$ cat config.mk
export PLATFORM = sky130hd
export DESIGN_NAME = muldiv_unit_flat
export DESIGN_NICKNAME = d
export VERILOG_FILES = /design/src/rtl/muldiv_unit_if.sv /design/src/rtl/muldiv_unit.sv /design/src/flat_wrapper.sv
export SDC_FILE = /design/constraint.sdc
export NUM_CORES = 1
export LEC_CHECK = 0
export CAP_MARGIN = 0
export CORE_MARGIN = 10
export CORE_UTILIZATION = 45
export DETAILED_ROUTE_END_ITERATION = 10
export HOLD_SLACK_MARGIN = 0.1
export PLACE_DENSITY = 0.78
export SYNTH_ARGS = -nofsm -noshare
export SYNTH_HDL_FRONTEND = slang
export SYNTH_SLANG_ARGS = --single-unit
$ cat constraint.sdc
create_clock -name clock -period 3.5 [get_ports clock]
set_input_delay 0.875 -clock clock [delete_from_list [all_inputs] [get_ports clock]]
set_output_delay 0.875 -clock clock [all_outputs]
set_load 0.005 [all_outputs]
$ cat src/rtl/muldiv_unit_if.sv
// Handshake and result bus between the pipeline control and the HI/LO
// multiply/divide unit.
//
// Handshake: the master raises start with op/opA/opB; the request is taken
// at the rising edge where start=1 and busy=0, and opA/opB/op are don't-care
// afterwards. busy stays high until the result is written; done pulses for
// one cycle in the first cycle the new hi/lo are visible. start while busy
// is dropped, never queued. mthi/mtlo are single-cycle writes honoured only
// while busy=0.
interface muldiv_unit_if;
    logic        start;
    logic [1:0]  op;
    logic [31:0] opA;
    logic [31:0] opB;
    logic        mthi;
    logic        mtlo;
    logic [31:0] wdata;
    logic        busy;
    logic        done;
    logic [31:0] hi;
    logic [31:0] lo;
    logic [1:0]  dbg_state;

    modport master (
        output start, op, opA, opB, mthi, mtlo, wdata,
        input  busy, done, hi, lo, dbg_state
    );

    modport slave (
        input  start, op, opA, opB, mthi, mtlo, wdata,
        output busy, done, hi, lo, dbg_state
    );
endinterface

$ cat src/rtl/muldiv_unit.sv
// Iterative 32-bit MULT/MULTU/DIV/DIVU unit owning the HI/LO pair.
// Signed operations run on operand magnitudes and fix signs in FINISH.
// acc/shreg are shared: multiply keeps {upper partial, multiplier/lower
// product}, divide keeps {partial remainder, dividend/quotient}.
module muldiv_unit (
    input  logic          clock,
    input  logic          reset,
    muldiv_unit_if.slave  bus
);
    typedef enum logic [1:0] {
        S_IDLE   = 2'd0,
        S_CALC   = 2'd1,
        S_FINISH = 2'd2
    } state_t;

    state_t      state;
    logic [4:0]  count;
    logic [1:0]  op_q;
    logic [31:0] acc;
    logic [31:0] shreg;
    logic [31:0] b_mag;
    logic [31:0] a_orig;
    logic        neg_q;
    logic        neg_r;
    logic [31:0] hi_q;
    logic [31:0] lo_q;
    logic        done_q;

    logic        is_div;
    logic        is_signed;
    logic        in_signed;
    logic [31:0] a_mag_in;
    logic [31:0] b_mag_in;
    logic [32:0] mul_sum;
    logic [32:0] div_shift;
    logic [32:0] div_trial;
    logic [63:0] prod;
    logic [63:0] prod_fix;
    logic [31:0] quo_fix;
    logic [31:0] rem_fix;

    assign is_div    = op_q[1];
    assign is_signed = ~op_q[0];
    assign in_signed = ~bus.op[0];

    // Operand magnitudes taken at accept time; unsigned ops pass through.
    assign a_mag_in = (in_signed && bus.opA[31]) ? (32'd0 - bus.opA) : bus.opA;
    assign b_mag_in = (in_signed && bus.opB[31]) ? (32'd0 - bus.opB) : bus.opB;

    // One shift-add step; the 33rd bit is the carry shifted into the product.
    assign mul_sum = {1'b0, acc} + (shreg[0] ? {1'b0, b_mag} : 33'd0);

    // One restoring-division step: bring in the next dividend bit and trial-subtract.
    assign div_shift = {acc, shreg[31]};
    assign div_trial = div_shift - {1'b0, b_mag};

    // Sign fix-up of the magnitude results.
    assign prod     = {acc, shreg};
    assign prod_fix = (is_signed && neg_q) ? (64'd0 - prod) : prod;
    assign quo_fix  = (is_signed && neg_q) ? (32'd0 - shreg) : shreg;
    assign rem_fix  = (is_signed && neg_r) ? (32'd0 - acc) : acc;

    assign bus.busy      = (state != S_IDLE);
    assign bus.done      = done_q;
    assign bus.hi        = hi_q;
    assign bus.lo        = lo_q;
    assign bus.dbg_state = state;

    // Control FSM plus iteration datapath and HI/LO registers.
    always_ff @(posedge clock) begin
        if (reset) begin
            state  <= S_IDLE;
            count  <= 5'd0;
            op_q   <= 2'd0;
            acc    <= 32'd0;
            shreg  <= 32'd0;
            b_mag  <= 32'd0;
            a_orig <= 32'd0;
            neg_q  <= 1'b0;
            neg_r  <= 1'b0;
            hi_q   <= 32'd0;
            lo_q   <= 32'd0;
            done_q <= 1'b0;
        end else begin
            done_q <= 1'b0;
            case (state)
                S_IDLE: begin
                    if (bus.mthi) hi_q <= bus.wdata;
                    if (bus.mtlo) lo_q <= bus.wdata;
                    if (bus.start) begin
                        op_q   <= bus.op;
                        acc    <= 32'd0;
                        shreg  <= a_mag_in;
                        b_mag  <= b_mag_in;
                        a_orig <= bus.opA;
                        neg_q  <= bus.opA[31] ^ bus.opB[31];
                        neg_r  <= bus.opA[31];
                        count  <= 5'd0;
                        state  <= S_CALC;
                    end
                end
                S_CALC: begin
                    if (is_div) begin
                        if (!div_trial[32]) begin
                            acc   <= div_trial[31:0];
                            shreg <= {shreg[30:0], 1'b1};
                        end else begin
                            acc   <= {acc[30:0], shreg[31]};
                            shreg <= {shreg[30:0], 1'b0};
                        end
                    end else begin
                        acc   <= mul_sum[32:1];
                        shreg <= {mul_sum[0], shreg[31:1]};
                    end
                    count <= count + 5'd1;
                    if (count == 5'd31) state <= S_FINISH;
                end
                S_FINISH: begin
                    if (is_div) begin
                        if (b_mag == 32'd0) begin
                            // Divide by zero: defined result, original dividend in HI.
                            hi_q <= a_orig;
                            lo_q <= 32'hFFFF_FFFF;
                        end else begin
                            hi_q <= rem_fix;
                            lo_q <= quo_fix;
                        end
                    end else begin
                        hi_q <= prod_fix[63:32];
                        lo_q <= prod_fix[31:0];
                    end
                    done_q <= 1'b1;
                    state  <= S_IDLE;
                end
                default: state <= S_IDLE;
            endcase
        end
    end
endmodule

$ cat src/flat_wrapper.sv
// flat-port wrapper written by rule: the top's interface ports become plain ports
module muldiv_unit_flat 
  (clock, reset, bus_start, bus_op, bus_opA, bus_opB, bus_mthi, bus_mtlo, bus_wdata, bus_busy, bus_done, bus_hi, bus_lo, bus_dbg_state);
  muldiv_unit_if bus_i ();
  input  logic clock;
  input  logic reset;
  input wire logic [$bits(bus_i.start)-1:0] bus_start;
  input wire logic [$bits(bus_i.op)-1:0] bus_op;
  input wire logic [$bits(bus_i.opA)-1:0] bus_opA;
  input wire logic [$bits(bus_i.opB)-1:0] bus_opB;
  input wire logic [$bits(bus_i.mthi)-1:0] bus_mthi;
  input wire logic [$bits(bus_i.mtlo)-1:0] bus_mtlo;
  input wire logic [$bits(bus_i.wdata)-1:0] bus_wdata;
  output wire logic [$bits(bus_i.busy)-1:0] bus_busy;
  output wire logic [$bits(bus_i.done)-1:0] bus_done;
  output wire logic [$bits(bus_i.hi)-1:0] bus_hi;
  output wire logic [$bits(bus_i.lo)-1:0] bus_lo;
  output wire logic [$bits(bus_i.dbg_state)-1:0] bus_dbg_state;
  assign bus_i.start = bus_start;
  assign bus_i.op = bus_op;
  assign bus_i.opA = bus_opA;
  assign bus_i.opB = bus_opB;
  assign bus_i.mthi = bus_mthi;
  assign bus_i.mtlo = bus_mtlo;
  assign bus_i.wdata = bus_wdata;
  assign bus_busy = bus_i.busy;
  assign bus_done = bus_i.done;
  assign bus_hi = bus_i.hi;
  assign bus_lo = bus_i.lo;
  assign bus_dbg_state = bus_i.dbg_state;
  muldiv_unit u_core (.clock(clock), .reset(reset), .bus(bus_i));
endmodule
After elaboration in Yosys (flattened, before gate mapping)
Cells that the tools add are included.
{"block": "word_totals", "register_bits": 204, "latchBits": 0, "ram_bits": 0, "romBits": 0, "in_bits": 103, "out_inout_bits": 68, "n_memories": 0}
{"block": "classes", "addsub": 8, "n_mul": 0, "div": 0, "order_cmp": 0, "eq_ne": 7, "n_shift": 0, "n_mux": 28, "bitwise_logic": 3, "reduce_logical": 14}
{"op": "2-to-1 mux 32 bit", "count": 16}
{"op": "one-hot mux 32 bit (2 select lines)", "count": 4}
{"op": "subtractor 1 x 32 -> 32 bit (first input constant)", "count": 4}
{"op": "2-to-1 mux 64 bit", "count": 1}
{"op": "subtractor 1 x 64 -> 64 bit (first input constant)", "count": 1}
{"op": "adder 32 x 33 -> 33 bit", "count": 1}
{"op": "subtractor 33 x 32 -> 33 bit", "count": 1}
{"op": "logical NOT 32 bit", "count": 1}
{"op": "one-hot mux 5 bit (2 select lines)", "count": 1}
{"op": "AND reduction 2 bit", "count": 5}
{"op": "inequality test 2 bit (second input constant)", "count": 3}
{"op": "nonzero test 2 bit", "count": 3}
{"op": "adder 5 x 1 -> 5 bit (second input constant)", "count": 1}
{"op": "== test 5 bit (second input constant)", "count": 1}
{"op": "2-to-1 mux 5 bit", "count": 1}
{"op": "logical AND 1 bit", "count": 4}
{"op": "2-to-1 mux 2 bit", "count": 2}
{"op": "one-hot mux 2 bit (2 select lines)", "count": 1}
{"op": "== test 2 x 1 -> 1 bit (second input constant)", "count": 1}
{"op": "== test 2 bit (second input constant)", "count": 1}
{"op": "logical NOT 2 bit", "count": 1}
{"op": "2-to-1 mux 1 bit", "count": 2}
{"op": "inequality test 2 x 1 -> 1 bit (second input constant)", "count": 1}
{"op": "NOT 1 bit", "count": 2}
{"op": "XOR 1 bit", "count": 1}

Depth between registers and ports, before layout
{"block": "logic_depth", "depth_word": 6, "ltp_mapped": 14}

Worst setup path after synthesis
Ideal clock, no wire load.
{"block": "synth_timing", "path_type": "flip-flop to flip-flop", "start": "register u_core.shreg[0]", "end": "register u_core.acc[30]", "setup_ns": 0.074, "arrival_ns": 3.271, "t_required_ns": 3.426, "path_slack_ns": 0.155, "path_stages_with_launch": 15, "period_less_slack_ns": 3.345, "cell_sequence": "dfxtp_1 > inv_1 > clkbuf_1 > nor2_1 > ha_1 > clkbuf_1 > a211oi_1 > nor3b_1 > o31a_1 > nor4_1 > a2111oi_2 > o41ai_1 > xor2_1 > a211o_1 > a31oi_1"}
{"block": "synth_between", "elab_chain_cells": 4}
{"element": "from (decl)", "line": "muldiv_unit.sv:20", "text": "logic [31:0] shreg;"}
{"element": "from (signal assigned)", "line": "muldiv_unit.sv:93", "text": "shreg <= a_mag_in;"}
{"element": "from (signal assigned)", "line": "muldiv_unit.sv:106", "text": "shreg <= {shreg[30:0], 1'b1};"}
{"element": "from (signal assigned)", "line": "muldiv_unit.sv:109", "text": "shreg <= {shreg[30:0], 1'b0};"}
{"element": "2-to-1 mux 32 bit", "line": "muldiv_unit.sv:51", "text": "assign mul_sum = {1'b0, acc} + (shreg[0] ? {1'b0, b_mag} : 33'd0);"}
{"element": "adder 32 x 33 -> 33 bit", "line": "muldiv_unit.sv:51"}
{"element": "2-to-1 mux 32 bit", "line": "muldiv_unit.sv:103", "text": "if (is_div) begin"}
{"element": "one-hot mux 32 bit (2 select lines)", "line": "muldiv_unit.sv:86", "text": "case (state)"}
{"element": "to (signal assigned)", "line": "muldiv_unit.sv:105", "text": "acc <= div_trial[31:0];"}
{"element": "to (signal assigned)", "line": "muldiv_unit.sv:108", "text": "acc <= {acc[30:0], shreg[31]};"}
{"element": "to (signal assigned)", "line": "muldiv_unit.sv:112", "text": "acc <= mul_sum[32:1];"}
{"element": "to (decl)", "line": "muldiv_unit.sv:19", "text": "logic [31:0] acc;"}
Every way passes these cells.
A chain may end at the register's enable or synchronous reset.

Final worst setup path
{"block": "layout_timing", "start": "register u_core.shreg[0]", "end": "register u_core.hi_q[16] (netlist: u_core.bus.hi[16])"}
{"block": "layout_between", "elab_chain_cells": 4}
{"element": "subtractor 1 x 64 -> 64 bit", "line": "muldiv_unit.sv:59", "text": "assign prod_fix = (is_signed && neg_q) ? (64'd0 - prod) : prod;"}
{"element": "2-to-1 mux 64 bit", "line": "muldiv_unit.sv:59"}
{"element": "2-to-1 mux 32 bit", "line": "muldiv_unit.sv:119", "text": "if (is_div) begin"}
{"element": "one-hot mux 32 bit (2 select lines)", "line": "muldiv_unit.sv:86"}
{"element": "to (signal assigned)", "line": "muldiv_unit.sv:88", "text": "if (bus.mthi) hi_q <= bus.wdata;"}
{"element": "to (signal assigned)", "line": "muldiv_unit.sv:122", "text": "hi_q <= a_orig;"}
{"element": "to (signal assigned)", "line": "muldiv_unit.sv:125", "text": "hi_q <= rem_fix;"}
{"element": "to (decl)", "line": "muldiv_unit.sv:25", "text": "logic [31:0] hi_q;"}
Every way passes these cells.

==> results.cfg <==
[die]
dieArea_sq_um = 43600
initial_utilization_pct = 45.4
row_count = 69
core_area_sq_um = 35400
die_w_um = 209
fp.dieH_um = 209
pin_count = 171

[timing]
finalSetupViolations = 0
hold_violations = 0
rsz0062_at_grt = yes
skew_ns = 0.0129
finalCriticalPeriod_ns = 3.41
finalCritPeriodShare_pct = 97.5
worstMarginPinSlew_ns = 0.945
setup_tns_ns = 0
max_freq_mhz = 293
drv_slew = 0
max-slew-margin-rel_pct = 37.0

[global_route]
antenna_found_initial = 3
first_global_vias = 16700
busiest_layer = met2
grt_overflow = 0
met3_usage_pct = 6.04
grt_use_met2_pct = 41.6
grt_usage_pct = 27.5
grt_max_degree = 116
grtUsageMet1_pct = 36.8
grt_pass1_wl_mm = 97.7

[worst_setup_path]
cp.arrival_ns = 3.80
cp-start-kind = flip-flop
critPathTopFamily = simple AND/OR/NAND/NOR gates
crit_chain = inv_1, buf_12, ha_2, or4b_4, or3_1, nand4b_4, nor3_4, buf_4, a21oi_1, xor2_1, a211oi_1, a2111oi_0
critPathMaxFanout = 15
r2r_end = u_core.bus.hi[16]$_SDFFE_PP0P_
critPathCaptureType = flip-flop
crit_path_max_incr_delay_ns = 0.51
r2r_cells = 12
timing.rr.start = u_core.shreg[0]$_SDFFE_PP0P_
crit_required_ns = 3.88
crit_buf_inv = 3
criticalPathCategory = reg2reg
slowest_stage = a211oi_1
reg2reg_slack_ns = 0.09

[min_path]
hold-path-endpoint = u_core.bus.hi[5]$_SDFFE_PP0P_
holdCritPathClass = reg2reg
min_from = u_core.bus.hi[5]$_SDFFE_PP0P_
hold_depth = 2

[placement]
place.port_buffers = 170
place_area_sq_um = 18800
dpl.hpwl_mm = 48.5
gp_congestion = 1.05

[drt]
first_pass_iters = 5
wl_per_cell_um = 22.7
vias_per_cell = 6.32
via_count = 17800
drt_iter0_markers = 2215
ant_nets = 0
drc = 0
drt-total-wl_mm = 63.7

[clock_tree]
clockBufferDepth = 3
cts_tree = yes
cts.clk_slew.worst_paths_ns = 0.06
root_buffer = clkbuf_16
cts_buffers = 24
htreeDepth = 1
clock_sinks = 203
clock_latency_ns = 0.55

[pwr]
p_leak_uw = 0.00770
vdd_drop_max_mv = 0.325
p_per_area_nw_per_um2 = 404

[layout]
num-fill-cells = 3292
register_area_sq_um = 4070
utilization_pct = 56.3
fin_area_sq_um = 19900
multi_input_area_sq_um = 11200
drive_gt1_share_pct = 11.3
fin_nets = 2502
area_growth_pct = 24.2

[synth]
yosys_warnings = 0
synth_cell_types = 83
synth_area_leader_cell = dfxtp_1
ys_seq_elements = 203
syn_avg_cell_area_sq_um = 7.45
synth_nets = 2330
synth_edf_count = 0
synthArstFlopShare_pct = 0
synthTopCellsByArea = dfxtp_1 (25%), a21oi_1 (6.4%), nor2_1 (5.7%)
synth_area_sq_um = 16100
synth_flop_cell = dfxtp_1
netlist.area_leader.share_pct = 25.3
syn-instance-count = 2155
ys_seq_area_share_pct = 25.3

[job]
cap_violations = 0

[status]
status = complete, no violations
[what timing repair did]
action | CTS | global route
setup buffers | 4 | 5
hold buffers | 0 | 0
endpoints found under the hold margin | 0 | 0
pin swaps | 3 | 13
cloned | 1 | 0
endpoints found under the setup margin | 12 | 37
resized for setup | 2 | 30
[layout make-up]
| class | count | area share (%) |
|---|---|---|
| antenna | 2 | 0.0251 |
| clock buffer | 30 | 3.38 |
| clock inverter | 14 | 1.19 |
| inverter | 57 | 1.07 |
| multi-input combinational | 1720 | 56.4 |
| sequential | 203 | 20.4 |
| tap | 461 | 2.89 |
| timing repair buffer | 321 | 14.6 |
[where the power goes]
group          internal (uW)  switching, uW  total, uW  leakage (uW)
registers               2470            207       2680       0.00167
logic                   1050           1410       2460       0.00558
clock network           1810           1100       2910      0.000448
[tightest hold or removal path, stage by stage (launching register included)]
cell and delay [ns]:
dfxtp_1 0.31, nand2_1 0.05, nand2_1 0.04
[cells by family after synthesis]
kind of cell,synth area share (%)
simple gates,20.8
compound gates,28.8
buf+inv,5.70
flops,25.3
xor+xnor,10.1
fa+ha+maj,5.71
mux,3.57
[per-layer routing]
metal  part of all wire [%]  wire, um
met1                     42     26500
met2                     43     27500
met3                     11      6700
met4                    4.6      2940
met5                  0.020        13
[cell usage after synthesis (7+ instances only)]
cell type and n:
o21a_1 8, nand3_1 35, o31ai_1 22, o21ai_0 109, clkbuf_1 144, nand2_1 228
a311oi_1 12, xnor2_1 92, buf_2 11, o31a_1 7, a31oi_1 27, or4_1 7
ha_1 70, a21oi_1 206, mux2i_1 55, a21o_1 31, or3_1 28, nand2b_1 18
o41ai_1 13, nand4_1 16, o211ai_1 25, a2111oi_0 10, buf_1 15, and3_1 11
o21bai_1 7, a211oi_1 108, inv_1 57, a22oi_1 11, o221ai_1 34, dfxtp_1 203
nor3_1 34, nor2b_1 14, xor2_1 93, and2_1 11, nor4_1 23, nor2_1 242
a221oi_1 8
[worst max path at each step]
stage,endpoint,from,cells past startpoint
3_5_place_dp,u_core.b_mag[27]$_SDFFE_PP0P_,bus_opB[4],9
3_3_place_gp,u_core.b_mag[29]$_SDFFE_PP0P_,bus_opB[4],10
5_1_grt,u_core.acc[26]$_SDFFE_PP0P_,u_core.shreg[0]$_SDFFE_PP0P_,13
2_1_floorplan,u_core.acc[30]$_SDFFE_PP0P_,u_core.shreg[0]$_SDFFE_PP0P_,14
4_1_cts,u_core.acc[31]$_SDFFE_PP0P_,u_core.shreg[31]$_SDFFE_PP0P_,14
6_report,u_core.bus.hi[16]$_SDFFE_PP0P_,u_core.shreg[0]$_SDFFE_PP0P_,12
[placed cells by master (no fill, tap or decap), types with 7 or more instances in the layout]
cell and count:
nand4_1 16, buf_4 141, inv_1 57, a211oi_1 107, a2111oi_0 10, nor2_1 239, o21bai_1 7, o21a_1 8
and2_1 10, o211ai_1 25, or3_1 28, clkdlybuf4s50_1 169, a31oi_1 27, and3_1 11, ha_1 63, o21ai_0 109
xnor2_1 91, or4_1 7, nor4_1 22, a22oi_1 11, nor3_1 32, o31a_1 7, a311oi_1 12, a21o_1 31
nand2_1 227, clkbuf_16 24, nor2b_1 11, nand3_1 35, mux2i_1 55, xor2_1 93, a21oi_1 203, dfxtp_1 202
o221ai_1 34, o31ai_1 22, o41ai_1 11, nand2b_1 18
[through the flow]
| step | power [uW] | setup slack (ns) | hold slack (ns) | cells |
|---|---|---|---|---|
| global route | 8330 | -0.0101 | 0.482 | 2807 |
| detailed placement | 5050 | -0.261 | 0.445 | 2752 |
| floorplan | 4100 | 0.155 | 0.433 | 2155 |
| CTS | 7950 | 0.0209 | 0.457 | 2801 |
| global placement | 5010 | -0.163 | 0.436 | 2752 |
| finish | 8050 | 0.0873 | 0.448 | 2808 |
[flip-flops by register name (all words and copies together) (netlist names), 2 cells and up]
register	count
u_core.acc	32
u_core.b_mag	32
u_core.bus.hi	32
u_core.bus.lo	32
u_core.shreg	32
u_core.a_orig	31
u_core.count	5
u_core.bus.dbg_state	2
u_core.op_q	2
Note: power is estimated with default switching activity, not from simulation.
